### src/rtl/voice_alloc_pkg.sv
// Shared constants and types for the polyphonic voice allocator.
package voice_alloc_pkg;
  localparam int MIDI_PAYLOAD_BITS  = 7;
  localparam int VOICE_IDX_BITS     = 3;
  localparam int NUM_VOICES_DEFAULT = 4;

  typedef enum logic [1:0] {
    ACT_NONE   = 2'd0,
    ACT_RETRIG = 2'd1,
    ACT_ASSIGN = 2'd2,
    ACT_DROP   = 2'd3
  } alloc_act_t;
endpackage

### src/rtl/voice_lru.sv
// Age tracker for voice slots: ages form a permutation, 0 = most recently touched.
module voice_lru #(
  parameter int NUM_VOICES = 4,
  parameter int IDX_W      = $clog2(NUM_VOICES)
) (
  input  logic                        clk_i,
  input  logic                        rst_i,
  input  logic                        touch,
  input  logic [IDX_W-1:0]            touch_idx,
  output logic [IDX_W-1:0]            oldest_idx,
  output logic [NUM_VOICES*IDX_W-1:0] age_vec
);
  logic [IDX_W-1:0] age_reg [NUM_VOICES];

  always_ff @(posedge clk_i) begin
    if (rst_i) begin
      for (int v = 0; v < NUM_VOICES; v++) age_reg[v] <= IDX_W'(v);
    end else if (touch) begin
      // Only voices younger than the touched one age; the permutation is preserved.
      for (int v = 0; v < NUM_VOICES; v++) begin
        if (IDX_W'(v) == touch_idx)
          age_reg[v] <= '0;
        else if (age_reg[v] < age_reg[touch_idx])
          age_reg[v] <= age_reg[v] + 1'b1;
      end
    end
  end

  always_comb begin
    oldest_idx = '0;
    for (int v = 0; v < NUM_VOICES; v++)
      if (age_reg[v] == IDX_W'(NUM_VOICES - 1)) oldest_idx = IDX_W'(v);
  end

  generate
    for (genvar gi = 0; gi < NUM_VOICES; gi++) begin : g_age
      assign age_vec[gi*IDX_W +: IDX_W] = age_reg[gi];
    end
  endgenerate
endmodule

### src/rtl/voice_alloc.sv
// Polyphonic voice allocator: retrigger, lowest free slot, else steal oldest
// (VOICE_STEAL_EN defined) or drop the note-on (VOICE_STEAL_EN undefined).
module voice_alloc
  import voice_alloc_pkg::*;
#(
  parameter int NUM_VOICES = NUM_VOICES_DEFAULT
) (
  input  logic                                   clk_i,
  input  logic                                   rst_i,
  input  logic [MIDI_PAYLOAD_BITS-1:0]           note_i,
  input  logic                                   noteOnStrb_i,
  input  logic                                   noteOffStrb_i,
  output logic [NUM_VOICES*MIDI_PAYLOAD_BITS-1:0] voiceNote_o,
  output logic [NUM_VOICES-1:0]                  voiceActive_o,
  output logic [NUM_VOICES-1:0]                  voiceTrig_o,
  output logic                                   dropStrb_o
);
  localparam int IDX_W = $clog2(NUM_VOICES);
  localparam int W     = MIDI_PAYLOAD_BITS;

  logic [W-1:0]            note_reg [NUM_VOICES];
  logic [NUM_VOICES-1:0]   active_reg;
  logic [NUM_VOICES-1:0]   trig_reg;
  logic [NUM_VOICES-1:0]   match;
  logic [NUM_VOICES-1:0]   free;
  logic [IDX_W-1:0]        match_idx;
  logic [IDX_W-1:0]        free_idx;
  logic [IDX_W-1:0]        oldest_idx;
  logic [IDX_W-1:0]        tgt_idx;
  logic [NUM_VOICES*IDX_W-1:0] age_vec;
  logic                    touch;
  alloc_act_t              act;

  generate
    for (genvar gi = 0; gi < NUM_VOICES; gi++) begin : g_voice
      assign match[gi] = active_reg[gi] && (note_reg[gi] == note_i);
      assign free[gi]  = ~active_reg[gi];
      assign voiceNote_o[gi*W +: W] = note_reg[gi];
    end
  endgenerate

  always_comb begin
    match_idx = '0;
    free_idx  = '0;
    for (int v = NUM_VOICES - 1; v >= 0; v--) begin
      if (match[v]) match_idx = IDX_W'(v);
      if (free[v])  free_idx  = IDX_W'(v);
    end
  end

  always_comb begin
    act     = ACT_NONE;
    tgt_idx = '0;
    if (noteOnStrb_i) begin
      if (|match) begin
        act     = ACT_RETRIG;
        tgt_idx = match_idx;
      end else if (|free) begin
        act     = ACT_ASSIGN;
        tgt_idx = free_idx;
      end else begin
`ifdef VOICE_STEAL_EN
        act     = ACT_ASSIGN;
        tgt_idx = oldest_idx;
`else
        act     = ACT_DROP;
`endif
      end
    end
  end

  assign touch = (act == ACT_RETRIG) || (act == ACT_ASSIGN);

  voice_lru #(.NUM_VOICES(NUM_VOICES), .IDX_W(IDX_W)) u_lru (
    .clk_i      (clk_i),
    .rst_i      (rst_i),
    .touch      (touch),
    .touch_idx  (tgt_idx),
    .oldest_idx (oldest_idx),
    .age_vec    (age_vec)
  );

  always_ff @(posedge clk_i) begin
    if (rst_i) begin
      for (int v = 0; v < NUM_VOICES; v++) note_reg[v] <= '0;
      active_reg <= '0;
      trig_reg   <= '0;
    end else begin
      trig_reg <= '0;
      if (touch) begin
        note_reg[tgt_idx]   <= note_i;
        active_reg[tgt_idx] <= 1'b1;
        trig_reg[tgt_idx]   <= 1'b1;
      end else if (!noteOnStrb_i && noteOffStrb_i && (|match)) begin
        // The note register is kept so the release phase retains its pitch.
        active_reg[match_idx] <= 1'b0;
      end
    end
  end

`ifdef VOICE_STEAL_EN
  assign dropStrb_o = 1'b0;
`else
  logic drop_reg;
  logic unused_oldest;
  assign unused_oldest = ^oldest_idx;

  always_ff @(posedge clk_i) begin
    if (rst_i) drop_reg <= 1'b0;
    else       drop_reg <= (act == ACT_DROP);
  end
  assign dropStrb_o = drop_reg;
`endif

  logic unused_age;
  assign unused_age = ^age_vec;

  assign voiceActive_o = active_reg;
  assign voiceTrig_o   = trig_reg;
endmodule

### config.mk
export PLATFORM = sky130hd
export DESIGN_NAME = voice_alloc
export DESIGN_NICKNAME = d
export VERILOG_FILES = /design/src/rtl/voice_alloc_pkg.sv /design/src/rtl/voice_lru.sv /design/src/rtl/voice_alloc.sv
export SDC_FILE = /design/constraint.sdc
export NUM_CORES = 1
export LEC_CHECK = 0
export CORE_AREA = 2 2 73 75
export CTS_CLUSTER_DIAMETER = 60
export DETAILED_ROUTE_END_ITERATION = 8
export DIE_AREA = 0 0 75 77
export GPL_TIMING_DRIVEN = 0
export PLACE_DENSITY = 0.71
export SETUP_SLACK_MARGIN = 0.15
export SYNTH_ARGS = -nofsm -noshare
export SYNTH_HDL_FRONTEND = slang
export SYNTH_SLANG_ARGS = --single-unit
### constraint.sdc
create_clock -name clk_i -period 7.2 [get_ports clk_i]
set_input_delay 1.44 -clock clk_i [delete_from_list [all_inputs] [get_ports clk_i]]
set_output_delay 1.44 -clock clk_i [all_outputs]
set_load 0.005 [all_outputs]
==> flow_summary.ini <==
[worst_setup_path]
crit_path_start_kind = primary input
startpoint = note_i[2]
critPathKind = primary input to flop
worst-r2r-cell-count = 9
crit_chain = buf_2 -> xor2_1 -> nor4_2 -> nand2_1 -> nand3_1 -> nor2_1 -> ha_1 -> o211a_1 -> o2111ai_1 -> nand2b_1
worstPathRequired_ps = 7150
critPathArrivalTime_ps = 4050
crit_fanout = 7
timing.rr.start = note_reg[3][2]
worst_path_largest_cell_delay_ps = 530
crit_slowest_cell = nor4_2
critical_path_capture_point_type = flop

[global_route]
first_global_vias = 1444
grt.total_usage = 0.1664
antenna_found_initial = 0
grt_max_degree = 12
globalRoute.totalOverflow = 0
grt_first_pass_wirelength_um = 7065

[hold_path]
hp-class = flop to flop
worst_hold_path.num_cells = 2
min-delay-start = voiceActive_o[3]

[sta]
report.final.slew_viol_count = 0
tightestPinTransition_ps = 802.3
report.final.setup_viol = 0
max_freq_ghz = 0.2435
finalHoldViolCount = 0
grt_setup_unrepaired = false
final.setup_skew_ps = 7.676
postLayoutSetupSlackWorst_ps = 3093
max_slew_margin = 0.4641
period_minus_slack_ps = 4107
timing.final.crit_share = 0.5704
setup-tns-final_ps = 0
worst_hold_slack_ps = 536.1

[clocking]
cts_post_setup_buffers_inserted = 0
cts.sink_count = 37
cts_clk_pin_slew_worst_paths_ps = 70
cts_tree = done
clkLatencyLatePin_ps = 300
ctsHoldBuffers = 0
tritoncts.num_buffers = 5
clock_path_buffers = 2
cts_root_buf = clkbuf_8
cts-htree-levels = 2
postCtsResizedCells = 0

[die]
ports_placed_on_the_boundary = 48
dieHeight_um = 77
die_area_sq_um = 5775
chipWidth_um = 75
floorplan.initialDensity = 0.3834
core.rowCount = 26
fp.coreArea_sq_um = 4977

[final_layout]
multi_input_comb_area_sq_um = 790.8
final_core_util = 0.5008
most_frequent_cells_in_the_layout = clkdlybuf4s50_1, edfxtp_1, nor2_1
layout.cells.most_common = clkdlybuf4s50_1
fin_nets = 233
drive_above_1_share = 0.1036
regArea_sq_um = 1021
flip_flop_count_of_the_largest_register_all_copies_and_words_added = 28
num-fill-cells = 463
flow.area_growth_from_synthesis_pct = 30.62
antenna_cells = 0

[power]
power.density_nw_per_um2 = 196.0
p_leak_nw = 0.9383
design_power_total_uw = 488.4
irDropWorstVdd_mv = 0.1191

[yosys]
ys_seq_elements = 37
cell_count_after_synthesis = 175
sequential_share_of_the_synthesized_area = 0.5351
synthesis.yosys.warnings = 0
syn_area_per_cell_sq_um = 10.90
synth_nets = 187
synth.lib_cells_used.distinct = 43
syn-cell-area_sq_um = 1908

[route]
routedWlPerCell_um = 15.40
finalWirelength_um = 4497
vias = 1485
drtPass1Iterations = 4
vias_per_cell = 5.086
final_antenna_net_count = 0
drc = 0
first_iter_violations = 97

[placement]
detailedPlace.worstSlack_ps = 2833
post-dp-hpwl_um = 3351
place.port_buffers = 39
gp_congestion = 0.8421

[status]
status = completed

[job]
drv.max_cap_violation_count = 0
[cell families (layout without fill, tap and decap cells)]
| group | count (synthesis) | count (layout) | synth area share |
|---|---|---|---|
| xor+xnor | 28 | 28 | 0.1285 |
| simple gates | 67 | 67 | 0.1830 |
| buf+inv | 19 | 66 | 0.05049 |
| compound gates | 23 | 23 | 0.09641 |
| fa+ha+maj | 1 | 1 | 0.006556 |
| flops | 37 | 37 | 0.5351 |
[worst max-delay path, delay by kind of cell]
family          cells  cell delay, ps
simple gates        5            1440
compound gates      2             430
fa+ha+maj           1             430
xor+xnor            1             180
buf+inv             1             150
[power breakdown]
| group | internal, mW | switching [mW] |
|---|---|---|
| logic | 0.0332 | 0.0332 |
| clock network | 0.102 | 0.0721 |
| registers | 0.240 | 0.00751 |
| total | 0.376 | 0.113 |
[final timing paths]
path | endpoint | slack (ps)
worst min register to register | voiceActive_o[3] | 540
worst max register to register | note_reg[3][5] | 3990
worst min-delay path | voiceActive_o[3] | 540
worst max-delay path | note_reg[3][5] | 3090
[synthesized netlist by cell type]
master / count / area [sq um]
nor4_2: 2 / 25.02
o21ai_2: 1 / 8.760
buf_2: 5 / 25.02
o211a_1: 1 / 10.01
ha_1: 1 / 12.51
a211o_2: 1 / 10.01
and4_1: 2 / 17.52
nand2_1: 10 / 37.54
a41oi_2: 1 / 16.27
buf_4: 1 / 7.510
o21bai_1: 2 / 15.01
a31oi_1: 1 / 6.260
nand2b_1: 5 / 31.28
nand4_1: 5 / 31.28
nand3_1: 3 / 15.01
o22ai_1: 1 / 6.260
nor3_1: 8 / 40.04
and2_1: 1 / 6.260
clkbuf_1: 3 / 11.26
a21o_1: 1 / 7.510
and3_1: 1 / 6.260
o21ai_0: 4 / 20.02
edfxtp_1: 28 / 840.8
o22ai_2: 1 / 12.51
a31oi_2: 1 / 12.51
o31ai_1: 1 / 7.510
nor4_1: 1 / 6.260
a211o_1: 1 / 8.760
nor2_1: 23 / 86.33
dfxtp_1: 9 / 180.2
xor2_1: 16 / 140.1
xnor2_1: 12 / 105.1
nand4_2: 1 / 12.51
o2111ai_1: 1 / 8.760
inv_1: 8 / 30.03
a221oi_1: 1 / 8.760
nor2b_1: 3 / 18.77
o21a_1: 1 / 7.510
buf_6: 2 / 22.52
a21oi_1: 2 / 10.01
nor4b_1: 1 / 8.760
or2_2: 1 / 6.260
a21boi_0: 1 / 7.510
[area by class of cell]
cell class	instances	share of cell area
inverters	8	0.01205
multi-input cells	119	0.3173
clock buffers	6	0.02912
plain buffers	11	0.02661
flip-flops and latches	37	0.4096
clock inverters	2	0.01355
well taps	70	0.03514
repair buffers	39	0.1566
[metal layers]
layer,wire length (um),vias to the layer above,track usage
met1,2007,723,0.2233
li1,-,703,-
met3,305,6,0.04731
met2,2118,53,0.2509
met5,0,-,0
met4,65,0,0.06429
[metrics by stage]
step	instances	cell area [sq um]
final	292	2492
after global routing	292	2492
after CTS	292	2492
after detailed placement	284	2386
after global placement	284	2386
after floorplan	175	1908
Power figures use the tool's default switching activity.
